==> config.mk <==
export PLATFORM = sky130hd
export DESIGN_NAME = lock_sequencer_flat
export DESIGN_NICKNAME = d
export VERILOG_FILES = /design/src/rtl/lock_pkg.sv /design/src/rtl/lock_sequencer_if.sv /design/src/rtl/lock_level_ctr.sv /design/src/rtl/lock_sequencer.sv /design/src/flat_wrapper.sv
export SDC_FILE = /design/constraint.sdc
export NUM_CORES = 1
export LEC_CHECK = 0
export ABC_AREA = 1
export BUFFER_PORTS_ARGS = -buffer_cell sky130_fd_sc_hd__buf_2
export CORE_MARGIN = 2
export CORE_UTILIZATION = 45
export DETAILED_ROUTE_END_ITERATION = 6
export PLACE_DENSITY = 0.77
export SLEW_MARGIN = 5
export SYNTH_ARGS = -nofsm -noshare
export SYNTH_HDL_FRONTEND = slang
export SYNTH_SLANG_ARGS = --single-unit
==> constraint.sdc <==
create_clock -name clk -period 4.1 [get_ports clk]
set_input_delay 0.205 -clock clk [delete_from_list [all_inputs] [get_ports clk]]
set_output_delay 0.205 -clock clk [all_outputs]
set_load 0.005 [all_outputs]
==> src/rtl/lock_pkg.sv <==
// Shared types and constants for the canal-lock sequencer.
package lock_pkg;

  typedef enum logic [2:0] {
    StIdle,
    StPrep,
    StEnter,
    StEnterOpen,
    StAdjust,
    StExit,
    StExitOpen,
    StDone
  } lock_state_e;

  localparam logic DIR_DOWN = 1'b0;
  localparam logic DIR_UP   = 1'b1;

  // Downstream passages enter through gate1 (high side).
  function automatic logic entry_on_gate1(logic dir);
    return dir == DIR_DOWN;
  endfunction

endpackage

==> src/rtl/lock_sequencer_if.sv <==
// Board-side switch/LED bundle of the lock sequencer; master = board, slave = sequencer.
interface lock_sequencer_if #(
  parameter int unsigned LEVEL_W = 4,
  parameter int unsigned CNT_W   = 8
) ();

  logic               arr_sw;
  logic               dep_sw;
  logic               dir;
  logic               gate1_sw;
  logic               gate2_sw;
  logic [LEVEL_W-1:0] level;
  logic               gate1_li;
  logic               gate2_li;
  logic               arr_li;
  logic               dep_li;
  logic               occupied;
  logic               exited;
  logic [CNT_W-1:0]   boat_cnt;
  logic               busy;

  modport master (
    output arr_sw, dep_sw, dir, gate1_sw, gate2_sw,
    input  level, gate1_li, gate2_li, arr_li, dep_li, occupied, exited, boat_cnt, busy
  );

  modport slave (
    input  arr_sw, dep_sw, dir, gate1_sw, gate2_sw,
    output level, gate1_li, gate2_li, arr_li, dep_li, occupied, exited, boat_cnt, busy
  );

endinterface

==> src/rtl/lock_level_ctr.sv <==
// Water-level register: moves toward a target by at most one step per enabled clock,
// clamping the final step so the target is never overshot.
module lock_level_ctr #(
  parameter int unsigned         LEVEL_W     = 4,
  parameter int unsigned         FILL_STEP   = 1,
  parameter int unsigned         DRAIN_STEP  = 1,
  parameter logic [LEVEL_W-1:0]  RESET_LEVEL = '0
) (
  input  logic               clk_i,
  input  logic               reset_i,
  input  logic               en_i,
  input  logic               up_i,
  input  logic [LEVEL_W-1:0] target_i,
  output logic [LEVEL_W-1:0] level_o
);

  logic [LEVEL_W-1:0] level_q, level_d;
  logic [LEVEL_W-1:0] diff, step;

  always_comb begin
    diff = up_i ? (target_i - level_q) : (level_q - target_i);
    step = diff;
    if (up_i) begin
      if (32'(diff) > FILL_STEP) step = LEVEL_W'(FILL_STEP);
    end else begin
      if (32'(diff) > DRAIN_STEP) step = LEVEL_W'(DRAIN_STEP);
    end
    level_d = level_q;
    if (en_i) level_d = up_i ? (level_q + step) : (level_q - step);
  end

  always_ff @(posedge clk_i) begin
    if (reset_i) level_q <= RESET_LEVEL;
    else         level_q <= level_d;
  end

  assign level_o = level_q;

endmodule

==> src/rtl/lock_sequencer.sv <==
// Bidirectional canal-lock controller: sequences water level, gates and boat passage,
// and counts completed passages.
module lock_sequencer
  import lock_pkg::*;
#(
  parameter int unsigned LEVEL_W    = 4,
  parameter int unsigned LEVEL_LOW  = 2,
  parameter int unsigned LEVEL_HIGH = 8,
  parameter int unsigned FILL_STEP  = 1,
  parameter int unsigned DRAIN_STEP = 1,
  parameter int unsigned CNT_W      = 8
) (
  input logic              clk,
  input logic              reset,
  lock_sequencer_if.slave  bus
);

  if (!(LEVEL_LOW < LEVEL_HIGH && LEVEL_HIGH <= (1 << LEVEL_W) - 1 &&
        FILL_STEP >= 1 && DRAIN_STEP >= 1)) begin : gen_bad_cfg
    $error("lock_sequencer: illegal level/step configuration");
  end

  localparam logic [LEVEL_W-1:0] LvlLow  = LEVEL_W'(LEVEL_LOW);
  localparam logic [LEVEL_W-1:0] LvlHigh = LEVEL_W'(LEVEL_HIGH);

  lock_state_e        state_q, state_d;
  logic               dir_q, dir_d;
  logic [CNT_W-1:0]   cnt_q, cnt_d;
  logic [LEVEL_W-1:0] level;

  logic               entry_g1;
  logic               entry_sw, exit_sw;
  logic [LEVEL_W-1:0] entry_lvl, exit_lvl, target;
  logic               lvl_en, lvl_up, at_target;

  assign entry_g1  = entry_on_gate1(dir_q);
  assign entry_sw  = entry_g1 ? bus.gate1_sw : bus.gate2_sw;
  assign exit_sw   = entry_g1 ? bus.gate2_sw : bus.gate1_sw;
  assign entry_lvl = entry_g1 ? LvlHigh : LvlLow;
  assign exit_lvl  = entry_g1 ? LvlLow : LvlHigh;
  assign target    = (state_q == StAdjust) ? exit_lvl : entry_lvl;
  assign lvl_en    = (state_q == StPrep) || (state_q == StAdjust);
  assign lvl_up    = target > level;
  assign at_target = level == target;

  lock_level_ctr #(
    .LEVEL_W     (LEVEL_W),
    .FILL_STEP   (FILL_STEP),
    .DRAIN_STEP  (DRAIN_STEP),
    .RESET_LEVEL (LvlLow)
  ) u_level (
    .clk_i    (clk),
    .reset_i  (reset),
    .en_i     (lvl_en),
    .up_i     (lvl_up),
    .target_i (target),
    .level_o  (level)
  );

  always_comb begin
    state_d = state_q;
    dir_d   = dir_q;
    cnt_d   = cnt_q;
    case (state_q)
      StIdle: begin
        if (bus.arr_sw) begin
          state_d = StPrep;
          dir_d   = bus.dir;
        end
      end
      StPrep:      if (at_target) state_d = StEnter;
      StEnter:     if (entry_sw) state_d = StEnterOpen;
      StEnterOpen: if (!entry_sw && !bus.arr_sw) state_d = StAdjust;
      StAdjust:    if (at_target) state_d = StExit;
      StExit:      if (bus.dep_sw && exit_sw) state_d = StExitOpen;
      StExitOpen:  if (!bus.dep_sw && !exit_sw) state_d = StDone;
      StDone: begin
        cnt_d   = cnt_q + CNT_W'(1);
        state_d = StIdle;
      end
      default:     state_d = StIdle;
    endcase
  end

  always_ff @(posedge clk) begin
    if (reset) begin
      state_q <= StIdle;
      dir_q   <= DIR_DOWN;
      cnt_q   <= '0;
    end else begin
      state_q <= state_d;
      dir_q   <= dir_d;
      cnt_q   <= cnt_d;
    end
  end

  // Only one of the *_OPEN states can be live, so the gate lights stay exclusive.
  assign bus.gate1_li = ((state_q == StEnterOpen) && entry_g1) ||
                        ((state_q == StExitOpen) && !entry_g1);
  assign bus.gate2_li = ((state_q == StEnterOpen) && !entry_g1) ||
                        ((state_q == StExitOpen) && entry_g1);
  assign bus.occupied = (state_q == StAdjust) || (state_q == StExit) ||
                        (state_q == StExitOpen) || (state_q == StDone);
  assign bus.exited   = state_q == StDone;
  assign bus.busy     = state_q != StIdle;
  assign bus.arr_li   = bus.arr_sw && (state_q == StIdle);
  assign bus.dep_li   = bus.dep_sw && bus.occupied;
  assign bus.level    = level;
  assign bus.boat_cnt = cnt_q;

endmodule

==> src/flat_wrapper.sv <==
// flat-port wrapper written by rule: the top's interface ports become plain ports
module lock_sequencer_flat import lock_pkg::*;
#(
  parameter int unsigned LEVEL_W    = 4,
  parameter int unsigned LEVEL_LOW  = 2,
  parameter int unsigned LEVEL_HIGH = 8,
  parameter int unsigned FILL_STEP  = 1,
  parameter int unsigned DRAIN_STEP = 1,
  parameter int unsigned CNT_W      = 8
)
  (clk, reset, bus_arr_sw, bus_dep_sw, bus_dir, bus_gate1_sw, bus_gate2_sw, bus_level, bus_gate1_li, bus_gate2_li, bus_arr_li, bus_dep_li, bus_occupied, bus_exited, bus_boat_cnt, bus_busy);
  lock_sequencer_if #(.LEVEL_W(LEVEL_W), .CNT_W(CNT_W)) bus_i ();
  input logic clk;
  input logic reset;
  input wire logic [$bits(bus_i.arr_sw)-1:0] bus_arr_sw;
  input wire logic [$bits(bus_i.dep_sw)-1:0] bus_dep_sw;
  input wire logic [$bits(bus_i.dir)-1:0] bus_dir;
  input wire logic [$bits(bus_i.gate1_sw)-1:0] bus_gate1_sw;
  input wire logic [$bits(bus_i.gate2_sw)-1:0] bus_gate2_sw;
  output wire logic [$bits(bus_i.level)-1:0] bus_level;
  output wire logic [$bits(bus_i.gate1_li)-1:0] bus_gate1_li;
  output wire logic [$bits(bus_i.gate2_li)-1:0] bus_gate2_li;
  output wire logic [$bits(bus_i.arr_li)-1:0] bus_arr_li;
  output wire logic [$bits(bus_i.dep_li)-1:0] bus_dep_li;
  output wire logic [$bits(bus_i.occupied)-1:0] bus_occupied;
  output wire logic [$bits(bus_i.exited)-1:0] bus_exited;
  output wire logic [$bits(bus_i.boat_cnt)-1:0] bus_boat_cnt;
  output wire logic [$bits(bus_i.busy)-1:0] bus_busy;
  assign bus_i.arr_sw = bus_arr_sw;
  assign bus_i.dep_sw = bus_dep_sw;
  assign bus_i.dir = bus_dir;
  assign bus_i.gate1_sw = bus_gate1_sw;
  assign bus_i.gate2_sw = bus_gate2_sw;
  assign bus_level = bus_i.level;
  assign bus_gate1_li = bus_i.gate1_li;
  assign bus_gate2_li = bus_i.gate2_li;
  assign bus_arr_li = bus_i.arr_li;
  assign bus_dep_li = bus_i.dep_li;
  assign bus_occupied = bus_i.occupied;
  assign bus_exited = bus_i.exited;
  assign bus_boat_cnt = bus_i.boat_cnt;
  assign bus_busy = bus_i.busy;
  lock_sequencer #(.LEVEL_W(LEVEL_W), .LEVEL_LOW(LEVEL_LOW), .LEVEL_HIGH(LEVEL_HIGH), .FILL_STEP(FILL_STEP), .DRAIN_STEP(DRAIN_STEP), .CNT_W(CNT_W)) u_core (.clk(clk), .reset(reset), .bus(bus_i));
endmodule
==> results.json <==
{
  "rsz0062_at_grt": "no",
  "p_int_uw": 603.3,
  "fp.dieW_um": 58.55,
  "drv_slew": 0,
  "place_ws_ns": 0.2960,
  "route.met2.wl_um": 1236,
  "post_dp_cell_area_um2": 1499,
  "hold_path_class": "primary input to flop",
  "synth_edf_count": 0,
  "dp_hpwl_um": 2177,
  "yosysTopAreaCell": "dfxtp_1",
  "r2r_start": "u_core.state_q[0]$_SDFFE_PP0P_",
  "p_clk_share_pct": 8.4,
  "insertion_delay_ns": 0.28,
  "antenna_found_initial": 0,
  "switching_share_pct": 51.86,
  "root_buffer": "clkbuf_4",
  "routed_wl_um": 2708,
  "drive_above_1_share_pct": 23.79,
  "synthTopCellsByArea": "dfxtp_1 (24%), ha_1 (13%), inv_1 (10%), nand2_1 (10%), o21ai_0 (5.6%)",
  "total_power_uw": 1253,
  "drt-pass1-iter-count": 5,
  "row_count": 19,
  "gp_congestion": 0.8589,
  "p_sw_uw": 649.8,
  "grt_max_degree": 13,
  "yosysMostFrequentCell": "inv_1",
  "clk_pin_slew_ns": 0.10,
  "p_leak_uw": 0.0008789,
  "holdWs_ns": 0.1392,
  "clockBufferDepth": 2,
  "start_util_pct": 48.13,
  "drcViolationCount": 0,
  "clock_skew_ns": 0.002436,
  "crit_type": "flop to flop",
  "highest_layer": "met4",
  "setup_viol": 0,
  "grt_pass1_wl_um": 4712,
  "met1_length_um": 1381,
  "design.core.area_um2": 2781,
  "yosysSeqAreaShare_pct": 23.93,
  "synth_nets": 220,
  "viasPerCell": 4.922,
  "final_nets": 251,
  "worstPathRequired_ns": 4.33,
  "grt.total_usage_pct": 17.42,
  "max-vdd-ir-drop_v": 0.0007181,
  "path_max_fanout": 6,
  "synthCells": 197,
  "synth-seq-cells": 16,
  "htree_levels": 1,
  "syn_area_um2": 1339,
  "synth_common_cells": "inv_1 (37), nand2_1 (36), dfxtp_1 (16)",
  "slew_headroom_pct": 67.93,
  "syn_avg_cell_area_um2": 6.796,
  "min_period_ns": 3.717,
  "synthArstFlopShare_pct": 0,
  "cts.sinks": 16,
  "dieArea_um2": 3428,
  "ant_nets": 0,
  "yosysWarnings": 0,
  "die_h_um": 58.55,
  "final_area_um2": 1558,
  "hold_viol": 0,
  "antenna_cells": 0,
  "cts_inserted_buffers": 3,
  "synth_cell_types": 30,
  "portBuffers": 25,
  "drt_iter0_markers": 19,
  "layout_setup_ws_ns": 0.3831,
  "startpoint_type": "flop",
  "end_kind": "flop",
  "syn_to_final_growth_pct": 16.35,
  "hp-start": "bus_dir",
  "wl_met3_um": 78,
  "tns_ns": 0,
  "overflow": 0,
  "synthFlopType": "dfxtp_1",
  "max_freq_ghz": 0.2690,
  "cts_tree": "done",
  "vias": 1270,
  "status": "complete, no violations",
  "startpoint": "u_core.state_q[0]$_SDFFE_PP0P_",
  "seqPwrFrac_pct": 17.4,
  "grt_pass1_vias": 1174,
  "finalCritPeriodShare_pct": 90.66,
  "num_io_pins": 26,
  "hold_buffers": 0,
  "tightest_slew_ns": 0.4767,
  "crit_arrival_ns": 3.95,
  "wire_per_inst_um": 10.50,
  "max_cap_viol_count": 0,
  "yosys.area.top_type_share_pct": 23.93,
  "comb_power_share_pct": 74.3,
  "power_density_nw_per_um2": 804.4
}
==> cell usage in the layout (no fill, tap or decap), drive strengths merged <==
cell type	synthesis	final
fa	2	2
nor3	4	4
nor4	1	1
nand4	6	6
o221ai	1	1
o21ai	18	18
and3	1	1
dfxtp	16	16
nand3	12	12
o21bai	1	1
clkbuf	1	4
a21oi	10	10
buf	0	27
nand2	46	46
xnor2	1	1
xor2	3	3
a31oi	1	1
or2	1	1
nor2	13	13
nor3b	1	1
ha	14	14
o211ai	1	1
inv	43	43
==> layer usage <==
layer / vias to the layer above / global-route usage [%]
met2: 23 / 28.09
met5: - / 0
met1: 554 / 23.16
met3: 4 / 2.857
met4: 0 / 6.977
li1: 689 / -
==> timing repair <==
action	in CTS	in global routing
setup buffers	0	2
hold endpoints to repair	0	0
setup endpoints to repair	0	1
gates resized for setup	0	1
==> cell type report <==
type                       instances  area, um^2
fill                             287        1224
sequential                        16       320.3
tap                               31       38.79
timing repair buffer              27       140.1
inverter                          43       163.9
multi-input combinational        137       858.3
clock buffer                       4       36.28
==> metrics by stage <==
step	instances	utilization, %
4_1_cts	256	55.20
5_1_grt	258	56.01
6_report	258	56.01
3_5_place_dp	252	53.89
2_1_floorplan	197	-
3_3_place_gp	252	53.89
==> flip-flops by register name (all words and copies together) (netlist names) <==
name and count:
u_core.state_q 3, u_core.dir_q 1, u_core.bus.boat_cnt 8, u_core.u_level.level_o 4
==> power by group through the flow <==
stage	sequential, uW	combinational (uW)	clock [uW]
final	217	931	105
after global routing	221	1060	116
after CTS	217	917	109
after detailed placement	220	912	0
after global placement	220	899	0
after floorplan	215	738	0
==> path summary, 6_finish.rpt <==
path	endpoint	slack [ns]	depth (start not counted)
worst max register to register	u_core.u_level.level_o[3]$_SDFFE_PP0P_	0.38	23
worst min-delay path	u_core.dir_q$_SDFFE_PP0P_	0.14	3
worst min register to register	u_core.bus.boat_cnt[7]$_SDFFE_PP0P_	0.47	2
worst max-delay path	u_core.u_level.level_o[3]$_SDFFE_PP0P_	0.38	23
==> logic make-up (layout without fill, tap and decap cells) <==
| kind of cell | after synthesis | in the layout | synth area share (%) |
|---|---|---|---|
| flops | 16 | 16 | 23.93 |
| compound gates | 32 | 32 | 12.99 |
| xor+xnor | 4 | 4 | 2.617 |
| buf+inv | 44 | 74 | 12.52 |
| simple gates | 85 | 85 | 31.87 |
| fa+ha+maj | 16 | 16 | 16.08 |
==> critical path: stages (launching register included) <==
cell,delay (ns)
dfxtp_1,0.38
inv_1,0.07
ha_1,0.21
nand2_1,0.19
xor2_2,0.23
inv_1,0.07
ha_1,0.38
nand3_1,0.12
nand2_2,0.12
nand2_4,0.09
nand2_2,0.08
nand3_2,0.06
nand2_2,0.08
nand4_1,0.11
ha_1,0.22
or2_2,0.30
ha_1,0.32
a21oi_1,0.20
nand2_1,0.09
nand2_1,0.08
nand2_1,0.05
nor2_1,0.08
nor2_1,0.04
nor2_1,0.09
Note: power is estimated with default switching activity, not from simulation.
